$ cat config.mk
export PLATFORM = sky130hd
export DESIGN_NAME = instr_fetch
export DESIGN_NICKNAME = d
export VERILOG_FILES = /design/src/rtl/instr_fetch.sv
export SDC_FILE = /design/constraint.sdc
export NUM_CORES = 1
export LEC_CHECK = 0
export ABC_AREA = 0
export BUFFER_PORTS_ARGS = -buffer_cell sky130_fd_sc_hd__buf_2
export CORE_ASPECT_RATIO = 0.75
export CORE_UTILIZATION = 40
export DETAILED_ROUTE_END_ITERATION = 8
export GPL_TIMING_DRIVEN = 0
export PLACE_DENSITY = 0.73
export RECOVER_POWER = 25
export SLEW_MARGIN = 5
export SYNTH_ARGS = -nofsm -noshare
export SYNTH_HDL_FRONTEND = slang
export SYNTH_SLANG_ARGS = --single-unit
$ cat constraint.sdc
create_clock -name clk -period 3.7 [get_ports clk]
set_input_delay 0.185 -clock clk [delete_from_list [all_inputs] [get_ports clk]]
set_output_delay 0.185 -clock clk [all_outputs]
set_load 0.02 [all_outputs]
$ cat src/rtl/instr_fetch.sv
// -----------------------------------------------------------------------------
// instr_fetch
//   Single-outstanding instruction fetch unit. Issues one word read at a time,
//   holds the returned instruction for decode until the core acknowledges it,
//   then computes the next fetch address (sequential or branch target).
//   A misaligned next target parks the unit in a sticky FAULT state until reset.
//
// Ports
//   clk, rst        : clock, synchronous active-high reset
//   imem_req        : fetch request valid (o)
//   imem_addr       : fetch byte address, word aligned (o)
//   imem_ready      : memory accepts request this cycle (i)
//   imem_rvalid     : read data valid (i)
//   imem_rdata      : instruction word (i)
//   instr, opcode   : held instruction and its [6:0] field (o)
//   pc, pc_plus4    : address of held instruction and pc + 4 (o)
//   instr_valid     : instr/pc valid for decode (o)
//   instr_ack       : core retires held instruction (i)
//   pcscr, imm_ext  : branch taken flag and sign-extended offset (i)
//   fetch_fault     : sticky misaligned-target flag (o)
//   dbg_state_o     : current FSM state, for observation (o)
//
// Handshake: a request transfers on a cycle where imem_req=1 and imem_ready=1;
// imem_addr is held stable while imem_req=1 and imem_ready=0. The response is
// a single imem_rvalid pulse, accepted only while waiting for it. The held
// instruction transfers to the core on a cycle where instr_valid=1 and
// instr_ack=1; it stays stable until then.
// -----------------------------------------------------------------------------
module instr_fetch #(
  parameter logic [31:0] RESET_PC = 32'h0000_0000
) (
  input  logic        clk,
  input  logic        rst,
  output logic        imem_req,
  output logic [31:0] imem_addr,
  input  logic        imem_ready,
  input  logic        imem_rvalid,
  input  logic [31:0] imem_rdata,
  output logic [31:0] instr,
  output logic [6:0]  opcode,
  output logic [31:0] pc,
  output logic [31:0] pc_plus4,
  output logic        instr_valid,
  input  logic        instr_ack,
  input  logic        pcscr,
  input  logic [31:0] imm_ext,
  output logic        fetch_fault,
  output logic [1:0]  dbg_state_o
);

  typedef enum logic [1:0] {
    S_REQ   = 2'd0,
    S_WAIT  = 2'd1,
    S_HOLD  = 2'd2,
    S_FAULT = 2'd3
  } state_e;

  state_e      state_q, state_d;
  logic [31:0] fetch_pc_q, fetch_pc_d;
  logic [31:0] instr_q, instr_d;
  logic [31:0] pc_q, pc_d;
  logic        fault_q, fault_d;
  logic [31:0] next_pc;

  // Both additions wrap modulo 2^32 by construction of the 32-bit result.
  assign next_pc = pcscr ? (pc_q + imm_ext) : (pc_q + 32'd4);

  always_comb begin
    state_d    = state_q;
    fetch_pc_d = fetch_pc_q;
    instr_d    = instr_q;
    pc_d       = pc_q;
    fault_d    = fault_q;
    case (state_q)
      S_REQ: begin
        if (imem_ready) state_d = S_WAIT;
      end
      S_WAIT: begin
        if (imem_rvalid) begin
          instr_d = imem_rdata;
          pc_d    = fetch_pc_q;
          state_d = S_HOLD;
        end
      end
      S_HOLD: begin
        if (instr_ack) begin
          if (next_pc[1:0] != 2'b00) begin
            fault_d = 1'b1;
            state_d = S_FAULT;
          end else begin
            fetch_pc_d = next_pc;
            state_d    = S_REQ;
          end
        end
      end
      S_FAULT: begin
        state_d = S_FAULT;
      end
      default: begin
        state_d = S_REQ;
      end
    endcase
  end

  always_ff @(posedge clk) begin
    if (rst) begin
      state_q    <= S_REQ;
      fetch_pc_q <= RESET_PC;
      instr_q    <= 32'd0;
      pc_q       <= RESET_PC;
      fault_q    <= 1'b0;
    end else begin
      state_q    <= state_d;
      fetch_pc_q <= fetch_pc_d;
      instr_q    <= instr_d;
      pc_q       <= pc_d;
      fault_q    <= fault_d;
    end
  end

  // Request is masked while rst is high so nothing is issued during reset,
  // whatever state the register holds before the reset edge.
  assign imem_req    = (state_q == S_REQ) && !rst;
  assign imem_addr   = fetch_pc_q;
  assign instr       = instr_q;
  assign opcode      = instr_q[6:0];
  assign pc          = pc_q;
  assign pc_plus4    = pc_q + 32'd4;
  assign instr_valid = (state_q == S_HOLD);
  assign fetch_fault = fault_q;
  assign dbg_state_o = state_q;

endmodule

Yosys cells after proc, flatten, opt, wreduce, memory -nomap -nowiden

Index checks and enable logic that the tools add are counted.
W data, S select, Z words.

Flip-flop bits (word level): 99
Input port bits: 70
Logic and storage cells: 28

$add $sub $neg: 2
Equality and inequality tests: 6
Muxes and demuxes: 6
Bitwise operators: 1
Reductions and logical operators: 8

Operator list:

| kind                    | count |
|---|---|
| $add A32 B3 Y32 const B | 1 |
| $add A32 B32 Y32        | 1 |
| $mux W32                | 1 |
| $reduce_and A3 Y1       | 3 |
| $mux W2                 | 4 |
| $pmux W2 S4             | 1 |
| $eq A2 B2 Y1 const B    | 2 |
| $ne A2 B2 Y1 const B    | 2 |
| $eq A2 B1 Y1 const B    | 1 |
| $logic_not A2 Y1        | 1 |
| $ne A2 B1 Y1 const B    | 1 |
| $reduce_and A2 Y1       | 1 |
| $reduce_bool A2 Y1      | 1 |
| $logic_and A1 B1 Y1     | 1 |
| $logic_not A1 Y1        | 1 |
| $not A1 Y1              | 1 |

Depth between registers and ports, before layout

Gate-level depths: netlist (run 1).

Depth in word-level cells: 6
Gate-level depth with buffers: 11
Depth with buffers taken out: 11

Worst setup path before layout (run 1)

Ideal clock, no wire load.

Path type: register -> register
From: register pc_q[0], in the netlist pc[0]
To: register fetch_pc_q[30], in the netlist imem_addr[30]
Arrival: 2.747 ns
Data required time: 3.572 ns
Path slack: 0.825 ns
Stages on the path, launching flop included: 12
Buffers on the path: 0
Cells stage by stage: dfxtp_1 > ha_1 > fa_1 > a21o_1 > a221o_2 > a31oi_4 > o311ai_2 > a31oi_4 > o41ai_2 > xor2_1 > a222oi_1 > nor2_1

Longest elaborated chain between the ends: 5
Elaborated cells between the ends (all ways): 6
Those cells by class: add/sub (2); mux (1); bitwise (1); reduce/logical (2)

Ends and longest elaborated chain:

| item                                                | RTL line | RTL |
|---|---|---|
| start, declared                                     | 61       | `logic [31:0] pc_q, pc_d;` |
| start signal, assigned                              | 116      | `pc_q <= pc_d;` |
| $add A32 B3 Y32 or $add A32 B32 Y32 (tied branches) | 66       | `assign next_pc = pcscr ? (pc_q + imm_ext) : (pc_q + 32'd4);` |
| $mux W32 (*)                                        | 66       |  |
| $reduce_bool A2 Y1                                  | 87       | `if (next_pc[1:0] != 2'b00) begin` |
| $not A1 Y1 (no source line)                         | --       |  |
| $reduce_and A3 Y1 (no source line)                  | --       |  |
| end signal, assigned                                | 114      | `fetch_pc_q <= fetch_pc_d;` |
| end, declared                                       | 59       | `logic [31:0] fetch_pc_q, fetch_pc_d;` |

Mark *: on every way between the ends. The rest lies on a longest branch, timed or not.
A chain may end at the register's enable or synchronous reset.

Final worst setup path (run 1)

From: register pc_q[0], in the netlist pc[0]
To: register fetch_pc_q[12], in the netlist imem_addr[12]

Same word-level chain as after synthesis.

==> results of run 1 <==
==> how the worst max path moves through the flow <==
stage / from / endpoint
after CTS: pc[0] / imem_addr[9]
after global routing: pc[0] / imem_addr[22]
after detailed placement: pc[0] / imem_addr[11]
final: pc[0] / imem_addr[12]
after floorplan: pc[0] / imem_addr[30]
after global placement: pc[0] / imem_addr[2]
==> cell families after synthesis <==
| family | Yosys count | synth area share [%] |
|---|---|---|
| buffers and inverters | 72 | 5.17 |
| and+or+nand+nor | 317 | 23.3 |
| AOI/OAI and AO/OA | 212 | 22.3 |
| DFF | 99 | 33.4 |
| xor gates and xnor gates | 52 | 7.69 |
| adders and majority gates | 33 | 7.09 |
| muxes | 6 | 1.01 |
==> Yosys cell counts (11+ instances only) <==
cell type / n / area, um^2
o21ai_1: 15 / 75.1
xnor2_1: 28 / 245
dfxtp_1: 99 / 1980
nand3_1: 19 / 95.1
a211oi_1: 15 / 113
nand2_1: 183 / 687
nand4_1: 11 / 68.8
clkbuf_1: 43 / 161
nor2_1: 56 / 210
o21ai_0: 13 / 65.1
a21oi_1: 105 / 526
ha_1: 32 / 400
a21o_1: 16 / 120
inv_1: 12 / 45.0
xor2_1: 24 / 210
==> worst reg2reg max path: stages, from the launching register on <==
cell,delay [ns]
dfxtp_1,0.42
ha_1,0.24
fa_1,0.44
o31ai_1,0.40
and3_1,0.22
clkbuf_1,0.44
clkbuf_1,0.62
nor2_1,0.12
a211oi_1,0.24
==> report_power, final <==
group,internal (W),switching [W]
Sequential,0.00109,0.0000198
Combinational,0.000108,0.000221
Clock,0.000701,0.000443
Total,0.00190,0.000684
==> layer usage <==
layer / global-route usage, % / up-vias
li1: - / 3164
met1: 37.2 / 3024
met2: 39.7 / 282
met3: 4.98 / 22
met4: 5.76 / 0
met5: 0 / -
==> state kept, by name, indices dropped and copies added, names as in the netlist <==
| register | count |
|---|---|
| fetch_fault | 1 |
| imem_addr | 32 |
| dbg_state_o | 2 |
| instr | 32 |
| pc | 32 |
==> layout make-up <==
class / instances / area [um^2] / share of cell area (%)
Buffer: 59 / 258 / 3.43
Tap cell: 200 / 250 / 3.33
Multi-Input combinational cell: 620 / 3640 / 48.5
Sequential cell: 99 / 1980 / 26.4
Clock inverter: 5 / 106 / 1.42
Inverter: 13 / 48.8 / 0.650
Clock buffer: 11 / 253 / 3.37
Timing Repair Buffer: 209 / 972 / 12.9
==> through the flow <==
step | cells | setup slack [ns] | cell area (um^2)
floorplan | 791 | 0.825 | 5930
global placement | 1200 | 0.569 | 7220
detailed placement | 1200 | 0.556 | 7220
CTS | 1216 | 0.527 | 7580
global route | 1216 | 0.244 | 7510
finish | 1216 | 0.486 | 7510
==> results.toml, run 1 <==
[run_status]
outcome = "finished, final reports clean"

[clock_tree]
post-cts-setup-buffers = 0
cts_buffer_depth = 2
cts_resized = 0
cts_tree = "yes"
cts_inserted_buffers = 9
cts.sinks = 99
clk_pin_slew_worst_paths_ns = 0.07
htree_levels = 3
ctsHoldBuffers = 0
cts-root-buf = "clkbuf_16"
insertion_delay_ns = 0.36

[route]
highest_layer = "met4"
drt_wl_total_um = 20200
drc = 0
wl_met2_um = 8720
drt_first_pass_iters = 5
ant_nets = 0
met1_length_um = 9580
wl_met3_um = 1630
num_vias = 6492
routed_via_density = 5.34
post_drt_wl_per_cell_um = 16.6
drt_iter0_markers = 554

[sta]
rsz0062_at_grt = "false"
slew_headroom_pct = 41.9
min_period_ns = 3.21
fin_hold_ws_ns = 0.0579
setup_violations = 0
setup_tns_ns = 0
max_freq_mhz = 311
tightest_slew_ns = 0.871
finalHoldViolations = 0
drv_slew = 0
skew_ns = 0.00595
post-route-period-util_pct = 86.9

[worst_setup_path]
r2r_start = "pc[0]"
cp_num_buf_inv = 2
end_kind = "flip-flop"
r2r_cells = 8
start_kind = "flip-flop"
crit_family = "buffers and inverters"
worst-path-stages = 8
worstPathRequired_ns = 3.97
crit_slowest_cell = "clkbuf_1"
path_cells = "ha_1 -> fa_1 -> o31ai_1 -> and3_1 -> clkbuf_1 -> clkbuf_1 -> nor2_1 -> a211oi_1"
timing.rr.end = "imem_addr[12]"
crit_path_max_incr_delay_ns = 0.62
path_common_cell = "clkbuf_1"
critPathKind = "reg -> reg"
reg2reg_setup_slack_ns = 0.49
critPathArrivalTime_ns = 3.48
worstPathMaxFanout = 10

[floorplan]
dieArea_um2 = 15300
num_rows = 38
die_x_um = 143
core_area_um2 = 14500
initial_core_util_pct = 41.0
die_h_um = 107
pin_count = 210

[yosys]
synth-edff-count = 0
synth_ff_type = "dfxtp_1"
synth-seq-cells = 99
synth.distinct_cells = 58
synth_area_um2 = 5930
syn_nets = 894
avgSynthCellArea_um2 = 7.49
async_flop_share_pct = 0
ys_warn_count = 0
seq_area_frac_synth_pct = 33.4
syn_inst = 791

[job]
max_cap_violations = 0

[hold_path]
hold_class = "in -> reg"
hold_end = "instr[2]"
hold_depth = 3
hp-start = "imem_rdata[2]"

[finish]
nNetsFinal = 1114
area_growth_syn_to_layout_pct = 26.7
n_antenna_cell = 0
layout_common_cells = "nand2_1, buf_2, a21oi_1"
layout_commonest_cell = "nand2_1"
utilization_pct = 51.9
filler_cell_count = 1513
drive_above_1_share_pct = 18.6

[global_routing]
grt.overflow.total = 0
first_global_vias = 5675
grt_pass1_wl_um = 30400
grt_max_degree = 17
antenna_found_initial = 0
grt_usage_pct = 25.9

[power_and_ir_drop]
powerDensity_nw_per_um2 = 344
p_total_w = 0.00258
power.leakage_nw = 3.22
irDropWorstVdd_mv = 0.285

[place]
dp_hpwl_um = 15100
gp_congestion = 0.926
placement.io_buffers = 209
No activity file was read; power rests on OpenSTA's default activity.
==> inputs of run 2 (changes only) <==
--- a/config.mk
+++ b/config.mk
@@ -12,7 +12,7 @@
 export DETAILED_ROUTE_END_ITERATION = 8
 export GPL_TIMING_DRIVEN = 0
 export PLACE_DENSITY = 0.73
-export RECOVER_POWER = 25
+export RECOVER_POWER = 50
 export SLEW_MARGIN = 5
 export SYNTH_ARGS = -nofsm -noshare
 export SYNTH_HDL_FRONTEND = slang
==> run 2 against run 1 <==
Compared with the run above: global-route usage did not move; power barely moved; largest cell class unchanged; wire length about the same.
==> results.toml, run 2 (synthesis results as in run 1) <==
[sta]
finalHoldViolations = 0
worst_slack_ns = 0.483
skew_ns = 0.00804
min_period_ns = 3.22
post-route-period-util_pct = 86.9
slew_headroom_pct = 44.7
drv_slew = 0
rsz0062_at_grt = "false"
setup_violations = 0
tightest_slew_ns = 0.829
max_freq_mhz = 311
setup_tns_ns = 0

[power_and_ir_drop]
power.leakage_nw = 2.99
switchingPower_w = 0.000685
irDropWorstVdd_mv = 0.285
pwr-share-clk_pct = 44.3
pwr-share-comb_pct = 12.6
p_int_w = 0.00190
switching_share_pct = 26.5
pwr-share-seq_pct = 43.0
powerDensity_nw_per_um2 = 347

[global_routing]
antenna_found_initial = 0
grt_max_degree = 17
grtUsageMet1_pct = 37.2
top_usage_layer = "met2"
grt_usage_pct = 25.9
grt_use_met3_pct = 4.98
grt.overflow.total = 0
grt_util_met2_pct = 39.7
first_global_vias = 5675
grt_pass1_wl_um = 30400

[route]
drt_iter0_markers = 566
drc = 0
drt_first_pass_iters = 5
num_vias = 6424
ant_nets = 0
routed_via_density = 5.28
post_drt_wl_per_cell_um = 16.6
drt_wl_total_um = 20200

[finish]
utilization_pct = 51.5
filler_cell_count = 1533
nNetsFinal = 1114
fin_cells = 1216
layout_commonest_cell = "nand2_1"
area_growth_syn_to_layout_pct = 25.5
n_antenna_cell = 0
register_area_um2 = 1980
layout_common_cells = "nand2_1, clkbuf_1, a21oi_1"
drive_above_1_share_pct = 13.3
multi_input_area_um2 = 3640

[worst_setup_path]
worstPathRequired_ns = 3.97
critPathArrivalTime_ns = 3.48
worstPathMaxFanout = 10
crit_path_max_incr_delay_ns = 0.63
crit_slowest_cell = "clkbuf_1"
path_common_cell = "clkbuf_1"
start_kind = "flip-flop"
end_kind = "flip-flop"
critPathKind = "reg -> reg"
path_cells = "ha_1 -> fa_1 -> o31ai_1 -> and3_1 -> clkbuf_1 -> clkbuf_1 -> nor2_1 -> a211oi_1"

[clock_tree]
clk_pin_slew_worst_paths_ns = 0.07
cts-root-buf = "clkbuf_16"
ctsHoldBuffers = 0
cts_resized = 0
cts_tree = "yes"
post-cts-setup-buffers = 0
cts_buffer_depth = 2
cts_inserted_buffers = 9
htree_levels = 3
cts.sinks = 99
insertion_delay_ns = 0.36

[place]
placement.io_buffers = 209
gp_congestion = 0.926
dpl_worst_slack_ns = 0.556
dp_hpwl_um = 15100
placedCellCount = 1200

[floorplan]
dieArea_um2 = 15300
num_rows = 38
die_h_um = 107
pin_count = 210
core_area_um2 = 14500
initial_core_util_pct = 41.0
die_x_um = 143

[run_status]
outcome = "finished, final reports clean"

[job]
max_cap_violations = 0

[hold_path]
hold_class = "in -> reg"
## run 2: per-layer routing
metal  wire (um)  share of wire [%]
met2        8670                 43
met5           0                  0
met1        9380                 46
met3        1900                9.4
met4         233                1.2
## run 2: cell type report
type | count | share of cell area (%)
Clock inverter | 5 | 1.43
Clock buffer | 11 | 3.40
Timing Repair Buffer | 209 | 12.2
Tap cell | 200 | 3.36
Sequential cell | 99 | 26.6
Buffer | 59 | 3.46
Inverter | 13 | 0.656
Multi-Input combinational cell | 620 | 48.9
## run 2: path summary, 6_finish.rpt
kind | from | end | slack [ns] | cells after the start
min reg2reg | instr[21] | instr[21] | 0.45 | 2
max reg2reg | pc[0] | imem_addr[12] | 0.48 | 8
max | pc[0] | imem_addr[12] | 0.48 | 8
min | imem_rdata[2] | instr[2] | 0.06 | 3
## run 2: critical path, delay by kind of cell (launching register included)
family / cells / cell delay, ns
DFF: 1 / 0.42
buffers and inverters: 2 / 1.06
and+or+nand+nor: 2 / 0.33
adders and majority gates: 2 / 0.67
AOI/OAI and AO/OA: 2 / 0.65
## run 2: power groups by stage
stage               logic (W)  registers, W  clock network (W)
CTS                  0.000333       0.00111            0.00116
global route         0.000358       0.00111            0.00120
detailed placement   0.000331       0.00113                  0
floorplan            0.000170       0.00116                  0
global placement     0.000329       0.00113                  0
finish               0.000327       0.00111            0.00114
## run 2: through the flow
stage	area (um^2)	hold WS, ns	total power, W
CTS	7580	0.0467	0.00260
detailed placement	7220	0.433	0.00146
global route	7440	0.0575	0.00267
finish	7440	0.0562	0.00258
floorplan	5930	0.321	0.00133
global placement	7220	0.427	0.00146
